--- src/rtl/pea_pool.sv ---
// pea_pool: pool of NUM_PEAS projectile slots with fire cooldown, rightward motion, off-screen retire and zombie hit counting
module pea_pool #(
   parameter int NUM_PEAS   = 4,
   parameter int W          = 10,
   parameter int SPEED      = 4,
   parameter int X_MAX      = 639,
   parameter int COOLDOWN   = 30,
   parameter int HIT_HALF_W = 16,
   parameter int HIT_HALF_H = 24
)(
   input  logic                          frame_clk,
   input  logic                          Reset,
   input  logic                          fire,
   input  logic                          PlantLive,
   input  logic [W-1:0]                  PlantX,
   input  logic [W-1:0]                  PlantY,
   input  logic                          ZomLive,
   input  logic [W-1:0]                  ZomCentralX,
   input  logic [W-1:0]                  ZomCentralY,
   output logic [NUM_PEAS-1:0]           PeaLive,
   output logic [NUM_PEAS*W-1:0]         PeaX,
   output logic [NUM_PEAS*W-1:0]         PeaY,
   output logic                          fired,
   output logic [$clog2(NUM_PEAS+1)-1:0] hit_count,
   output logic                          hit,
   output logic                          full
);
   localparam int HCW = $clog2(NUM_PEAS+1);
   localparam int CW  = $clog2(COOLDOWN+2);
   localparam logic [W:0]    SPD = SPEED[W:0];
   localparam logic [W:0]    XM  = X_MAX[W:0];
   localparam logic [W:0]    HHW = HIT_HALF_W[W:0];
   localparam logic [W:0]    HHH = HIT_HALF_H[W:0];
   localparam logic [CW-1:0] CDV = COOLDOWN[CW-1:0];

   typedef enum logic {IDLE, FLY} state_t;

   state_t         st_q [NUM_PEAS];
   state_t         st_d [NUM_PEAS];
   logic [W-1:0]   x_q  [NUM_PEAS];
   logic [W-1:0]   x_d  [NUM_PEAS];
   logic [W-1:0]   y_q  [NUM_PEAS];
   logic [W-1:0]   y_d  [NUM_PEAS];
   logic [CW-1:0]  cd_q, cd_d;
   logic [HCW-1:0] hc_q, hc_d;
   logic           fired_q, fired_d, hit_q, hit_d, full_q, full_d;
   logic           free, accept, placed;
   logic [W:0]     nx, dx, dy;

   // next-state: per-slot hit/retire/move, lowest idle slot takes an accepted fire, cooldown countdown
   always_comb begin
      free = 1'b0;
      for (int i = 0; i < NUM_PEAS; i++) free = free | (st_q[i] == IDLE);
      accept = fire & PlantLive & (cd_q == '0) & free;
      cd_d = accept ? CDV : (cd_q != '0 ? cd_q - 1'b1 : cd_q);
      hc_d = '0;
      placed = 1'b0;
      full_d = 1'b1;
      nx = '0;
      dx = '0;
      dy = '0;
      for (int i = 0; i < NUM_PEAS; i++) begin
         st_d[i] = st_q[i];
         x_d[i] = x_q[i];
         y_d[i] = y_q[i];
         nx = {1'b0, x_q[i]} + SPD;
         dx = x_q[i] > ZomCentralX ? {1'b0, x_q[i] - ZomCentralX} : {1'b0, ZomCentralX - x_q[i]};
         dy = y_q[i] > ZomCentralY ? {1'b0, y_q[i] - ZomCentralY} : {1'b0, ZomCentralY - y_q[i]};
         if (st_q[i] == FLY) begin
            if (ZomLive && dx <= HHW && dy <= HHH) begin
               st_d[i] = IDLE;
               hc_d = hc_d + 1'b1;
            end else if (nx > XM) begin
               st_d[i] = IDLE;
            end else begin
               x_d[i] = nx[W-1:0];
            end
         end else if (accept && !placed) begin
            placed = 1'b1;
            st_d[i] = FLY;
            x_d[i] = PlantX;
            y_d[i] = PlantY;
         end
         full_d = full_d & (st_d[i] == FLY);
      end
      fired_d = accept;
      hit_d = hc_d != '0;
   end

   // state registers with asynchronous active-low clear
   always_ff @(posedge frame_clk or negedge Reset) begin
      if (!Reset) begin
         st_q    <= '{default: IDLE};
         x_q     <= '{default: '0};
         y_q     <= '{default: '0};
         cd_q    <= '0;
         hc_q    <= '0;
         fired_q <= 1'b0;
         hit_q   <= 1'b0;
         full_q  <= 1'b0;
      end else begin
         st_q    <= st_d;
         x_q     <= x_d;
         y_q     <= y_d;
         cd_q    <= cd_d;
         hc_q    <= hc_d;
         fired_q <= fired_d;
         hit_q   <= hit_d;
         full_q  <= full_d;
      end
   end

   for (genvar g = 0; g < NUM_PEAS; g++) begin : g_out
      assign PeaLive[g]       = st_q[g] == FLY;
      assign PeaX[g*W +: W]   = x_q[g];
      assign PeaY[g*W +: W]   = y_q[g];
   end

   assign fired     = fired_q;
   assign hit_count = hc_q;
   assign hit       = hit_q;
   assign full      = full_q;
endmodule
--- config.mk ---
export PLATFORM = sky130hd
export DESIGN_NAME = pea_pool
export DESIGN_NICKNAME = d
export VERILOG_FILES = /design/src/rtl/pea_pool.sv
export SDC_FILE = /design/constraint.sdc
export NUM_CORES = 1
export LEC_CHECK = 0
export ABC_CLOCK_PERIOD_IN_PS = 7700
export BUFFER_PORTS_ARGS = -buffer_cell sky130_fd_sc_hd__buf_4
export CAP_MARGIN = 20
export CORE_ASPECT_RATIO = 0.75
export CORE_MARGIN = 3
export CORE_UTILIZATION = 52
export CTS_BUF_LIST = sky130_fd_sc_hd__clkbuf_16
export DETAILED_ROUTE_END_ITERATION = 6
export GPL_TIMING_DRIVEN = 0
export PLACE_DENSITY = 0.74
export SLEW_MARGIN = 10
export SYNTH_ARGS = -nofsm -noshare
export SYNTH_HDL_FRONTEND = slang
export SYNTH_SLANG_ARGS = --single-unit
--- constraint.sdc ---
create_clock -name frame_clk -period 7.7 [get_ports frame_clk]
set_clock_uncertainty 0.05 [all_clocks]
set_input_delay 0.77 -clock frame_clk [delete_from_list [all_inputs] [get_ports frame_clk]]
set_output_delay 0.77 -clock frame_clk [all_outputs]
set_load 0.01 [all_outputs]
* After elaboration in Yosys (flattened, before gate mapping)
Cells that the tools add are included.
Cells by class: reduce and logical (&&, ||, !) cells 30, $lt $le $gt $ge 20, add/sub/neg operators 24, eq/ne operators 8, bitwise logic cells 13, mux-type cells 55
Operators with widths (number):
- 10-bit two-way mux | 24
- 10-bit subtractor | 16
- 10-bit > comparator | 8
- 10-bit by 5-bit less-or-equal comparator with 1-bit output (second input constant) | 8
- 10-bit by 3-bit adder with 11-bit output (second input constant) | 4
- 11-bit by 10-bit > comparator with 1-bit output (second input constant) | 4
- 1-bit two-way mux | 22
- 3-bit two-way mux | 7
- 2-bit != test (second input constant) | 8
- 3-bit AND reduction | 4
- 1-bit logical AND | 11
- 5-bit two-way mux | 2
- 2-bit nonzero test | 5
- 3-bit by 1-bit adder with 3-bit output (second input constant) | 3
- 2-bit AND reduction | 4
- 1-bit AND | 6
- 5-bit logical NOT | 1
- 5-bit nonzero test | 1
- 5-bit by 1-bit subtractor with 5-bit output (second input constant) | 1
- 1-bit NOT | 4
- 1-bit logical NOT | 3
- 1-bit bitwise OR | 3
- 3-bit nonzero test | 1
Storage, ports and cells: output and inout bits 90, word-level logic and storage cells 167, bits in registers 95

* Logic depth before layout (Yosys ltp)
word-level depth 20, mapped depth 22

* Worst setup path after synthesis
No wires, ideal clock.
kind input to register, from input ZomCentralX[5], to register hit_q (netlist: hit), setup time 120 ps, path slack 2313 ps, required time 7530 ps, arrival time 5217 ps, stages 22, buffers on the path 2, cell sequence inv_1 -> ha_1 -> nand4_1 -> or4_1 -> buf_2 -> nand2_4 -> a21o_1 -> buf_2 -> mux2_2 -> o21a_1 -> o2111ai_1 -> nor4_1 -> ha_1 -> nand2_1 -> o21ai_2 -> ha_1 -> mux2_4 -> ha_1 -> xor2_1 -> nor2_1 -> or4b_1 -> and3_1
On the way: word-level cells in the longest chain between the ends 17, elaborated cells on any way between the ends 40
RTL lines:
- start: declaration | line 18 | input logic [W-1:0] ZomCentralX,
- 10-bit subtractor / 10-bit > comparator (equally long branches) | line 67 | dx = x_q[i] > ZomCentralX ? {1'b0, x_q[i] - ZomCentralX} : {1'b0, ZomCentralX - x_q[i]};
- 10-bit two-way mux | line 67
- 10-bit by 5-bit less-or-equal comparator with 1-bit output | line 70 | if (ZomLive && dx <= HHW && dy <= HHH) begin
- 1-bit logical AND (2 in a row) | line 70
- 1-bit two-way mux | line 70
- 3-bit two-way mux | line 69 | if (st_q[i] == FLY) begin
- 3-bit by 1-bit adder with 3-bit output | line 72 | hc_d = hc_d + 1'b1;
- 3-bit two-way mux | line 70
- 3-bit two-way mux | line 69
- 3-bit by 1-bit adder with 3-bit output | line 72
- 3-bit two-way mux | line 70
- 3-bit two-way mux | line 69
- 3-bit by 1-bit adder with 3-bit output | line 72
- 3-bit two-way mux | line 70
- 3-bit two-way mux (*) | line 69
- 3-bit nonzero test (*) | line 87 | hit_d = hc_d != '0;
- named net hit_d | line 46 | logic fired_q, fired_d, hit_q, hit_d, full_q, full_d;
- end signal: assignment | line 108 | hit_q <= hit_d;
- end: declaration | line 46
The timed path passes the listed nets; every way through them passes the cells marked *. A chain may end at the register's enable or synchronous reset.

* Final worst setup path
from input ZomCentralY[4], to register hit_q (netlist: hit)
On the way: word-level cells in the longest chain between the ends 16, elaborated cells on any way between the ends 36
RTL lines:
- start: declaration | line 19 | input logic [W-1:0] ZomCentralY,
- 10-bit subtractor / 10-bit > comparator (equally long branches) | line 68 | dy = y_q[i] > ZomCentralY ? {1'b0, y_q[i] - ZomCentralY} : {1'b0, ZomCentralY - y_q[i]};
- 10-bit two-way mux | line 68
- 10-bit by 5-bit less-or-equal comparator with 1-bit output | line 70
- 1-bit logical AND | line 70
- 1-bit two-way mux | line 70
- 3-bit two-way mux | line 69
- 3-bit by 1-bit adder with 3-bit output | line 72
- 3-bit two-way mux | line 70
- 3-bit two-way mux | line 69
- 3-bit by 1-bit adder with 3-bit output | line 72
- 3-bit two-way mux | line 70
- 3-bit two-way mux | line 69
- 3-bit by 1-bit adder with 3-bit output | line 72
- 3-bit two-way mux | line 70
- 3-bit two-way mux (*) | line 69
- 3-bit nonzero test (*) | line 87
- named net hit_d | line 46
Marked as above.

==> summary.txt <==
Run status
  – Run status: completed

Synth
  – Most common cell in the netlist: ha_1
  – Synth top area share: 20.5%
  – Async set or reset register ratio after synthesis: 100%
  – Synth top area cells: dfrtp_1, ha_1, o21ai_0
  – #FFs+latches synth: 95
  – Synth cell types: 99
  – Syn_nets: 1,664
  – Top_reg_cell synth: dfrtp_1
  – Synthesized area: 11,600 µm²
  – Syn Inst Count: 1,455
  – Avg Synthesized Cell Area: 7.95 µm²
  – Sequential area share after synthesis: 20.5%
  – Yosys top cell by area: dfrtp_1
  – Ys Warns: 0
  – Post-synth EDFFs: 0
  – Top post-synthesis cells by count: ha_1, nand2_1, inv_1, o21ai_0, a21oi_1

Critical path
  – Crit path max fanout: 7
  – CP arrival: 6.15 ns
  – Register-to-register setup slack: 2.08 ns
  – Slowest CP cell: nor3_1
  – Worst Setup End Kind: flop
  – CP Launch Type: input pin
  – Setup Crit Path Kind: input pin to flop
  – Top cell by count, worst path: ha_1
  – CP Cell Sequence: buf_4 > inv_1 > ha_1 > clkbuf_1 > nand4_1 > nor3_1 > nor2_1 > a2111oi_0 > or3b_1 > xnor2_1 > o2111ai_1 > nor4_1 > ha_1 > nand2_1 > o21ai_2 > ha_1 > mux2_4 > ha_1 > xor2_1 > nor2_1 > or4b_1 > and3_1
  – Crit-path max cell delay: 0.51 ns
  – Worst Path Required: 7.90 ns

Route
  – Via count: 12,000
  – WL final: 40,300 µm
  – Wirelength per Cell: 21.3 µm
  – Vias per cell: 6.33
  – DRT Pass-1 Iters: 6
  – Detail Route Antenna Nets: 0
  – # DRC: 0
  – Starting DRT DRC Count: 1,210

Timing
  – Max_slew headroom: 29.4%
  – Fin crit share: 77.2%
  – Min Tclk post-route: 5.94 ns
  – Max Slew Vio Count: 0
  – Setup TNS: 0 ns
  – Endpoints failing setup: 0
  – Achievable Freq: 168 MHz
  – Actual slew at the worst max-slew pin: 1.05 ns
  – Fin. Hold Viols: 0
  – Unrepaired setup endpoints after global routing: no

GRT
  – Global-route wire length before repair: 62,000 µm
  – Total track usage: 33.1%
  – Met3 Usage GRT: 8.85%
  – Initial antenna violation count: 0
  – Total global routing overflow: 0
  – Global route hottest layer: met1
  – Maximum number of pins on one net before global-route repair: 96
  – GR Util met1: 49.1%
  – Vias in the first global route: 11,100
  – M2 GR Usage: 46.7%

Finish
  – Layout fillers: 1,951
  – Layout area overhead: 14.5%
  – Cell area after layout: 13,300 µm²
  – Antenna diode instance count: 0
  – Final cell count without fillers: 1,892
  – Final Util: 61.7%
  – NumNets Final: 1,809
  – Layout cells sized above 1: 14.2%

Floorplan
  – Io pins: 135
  – Die width: 178 µm
  – Die Y: 135 µm
  – Initial core utilization: 53.9%
  – Core area: 21,500 µm²
  – Row count: 46
  – Die area: 24,100 µm²

Placement
  – Placed cell area: 12,900 µm²
  – Dpl hpwl: 32,000 µm
  – Number of buffers added on ports: 134
  – Placed Cells: 1,877
  – Gp weighted congestion: 1.01

Power
  – Pwr Density: 261 nW/µm²
  – Pleak: 6.27 nW
  – VDD IR max: 148 µV
  – Total power: 0.00346 W

Clock tree
  – CTS root buf: clkbuf_16
  – Post-CTS sizing: 0
  – CTS H-Tree Depth: 3
  – CTS hold repair buffers: 0
  – CTS Buf Count: 9
  – Clock transition at path regs: 0.08 ns
  – CTS tree: done
  – Post-CTS setup buffers: 0
  – Clk sink count: 95
  – Max Buffers Root-to-Sink: 2
  – Clk_lat worst skew: 0.37 ns

Hold path
  – Min-delay worst type: flop to flop

Run
  – Max-cap violations: 0
==> metal layers <==
| metal | routed length, µm | share of wire (%) | up-vias |
|---|---|---|---|
| li1 | - | - | 5592 |
| met1 | 18500 | 46 | 5726 |
| met2 | 16400 | 41 | 580 |
| met3 | 4420 | 11 | 73 |
| met4 | 943 | 2.3 | 0 |
| met5 | 0 | 0 | - |
==> worst max-delay path, delay by kind of cell <==
| family | cells | cell delay, ns |
|---|---|---|
| muxes | 1 | 0.27 |
| adders and majority gates | 4 | 1.16 |
| xor gates and xnor gates | 2 | 0.33 |
| AOI/OAI and AO/OA | 3 | 0.85 |
| buffers and inverters | 3 | 0.59 |
| and+or+nand+nor | 9 | 2.18 |
==> cells by family after synthesis <==
| kind of cell | after synthesis | share of synthesized area, % |
|---|---|---|
| fa+ha+maj | 164 | 17.7 |
| mux | 43 | 3.90 |
| buf+inv | 177 | 6.26 |
| xor+xnor | 57 | 4.38 |
| flops | 95 | 20.5 |
| simple gates | 462 | 20.5 |
| compound gates | 457 | 26.7 |
==> worst paths after layout <==
| kind | end | startpoint | cells after the start |
|---|---|---|---|
| setup / recovery | hit$_DFF_PN0_ | ZomCentralY[4] | 22 |
| hold / removal | cd_q[4]$_DFFE_PN0P_ | cd_q[4]$_DFFE_PN0P_ | 2 |
| setup reg to reg | hit$_DFF_PN0_ | PeaX[17]$_DFFE_PN0P_ | 21 |
| hold reg to reg | cd_q[4]$_DFFE_PN0P_ | cd_q[4]$_DFFE_PN0P_ | 2 |
| max in group asynchronous | PeaX[34]$_DFFE_PN0P_ | Reset | 1 |
| min in group asynchronous | PeaY[20]$_DFFE_PN0P_ | Reset | 1 |
==> placed cells by master (no fill, tap or decap), drive strengths merged, types with 26 or more instances in the layout <==
| cell | netlist | routed |
|---|---|---|
| inv | 123 | 124 |
| ha | 164 | 164 |
| nand4 | 27 | 27 |
| nand2 | 150 | 150 |
| xnor2 | 31 | 31 |
| nand3 | 41 | 41 |
| mux2i | 32 | 32 |
| clkbuf | 23 | 32 |
| xor2 | 26 | 26 |
| a21oi | 101 | 101 |
| buf | 30 | 164 |
| dfrtp | 95 | 95 |
| nor3 | 40 | 40 |
| nor2 | 83 | 83 |
| o21ai | 126 | 126 |
==> power breakdown <==
group / total, W / internal (W) / switching [W]
Combinational: 0.00216 / 0.000909 / 0.00125
Sequential: 0.000800 / 0.000612 / 0.000189
Clock: 0.000505 / 0.000283 / 0.000222
==> cell type report <==
class / instances / area (µm²) / share of cell area [%]
Clock buffer: 9 / 225 / 1.70
Clock inverter: 6 / 87.6 / 0.661
Inverter: 124 / 465 / 3.51
Multi-Input combinational cell: 1183 / 8470 / 63.9
Buffer: 53 / 259 / 1.95
Tap cell: 288 / 360 / 2.72
Timing Repair Buffer: 134 / 1010 / 7.62
Sequential cell: 95 / 2380 / 17.9
==> per-stage QoR <==
stage	hold slack (ns)	setup slack (ns)
global placement	0.413	1.52
finish	0.433	1.76
global route	0.478	1.44
detailed placement	0.420	1.53
CTS	0.439	1.87
floorplan	0.396	2.31
==> registers in the layout (all words and copies together), names as in the netlist <==
name,cells
full,1
hit,1
hit_count,3
fired,1
PeaX,40
PeaLive,4
cd_q,5
PeaY,40
No activity file was read; power rests on OpenSTA's default activity.
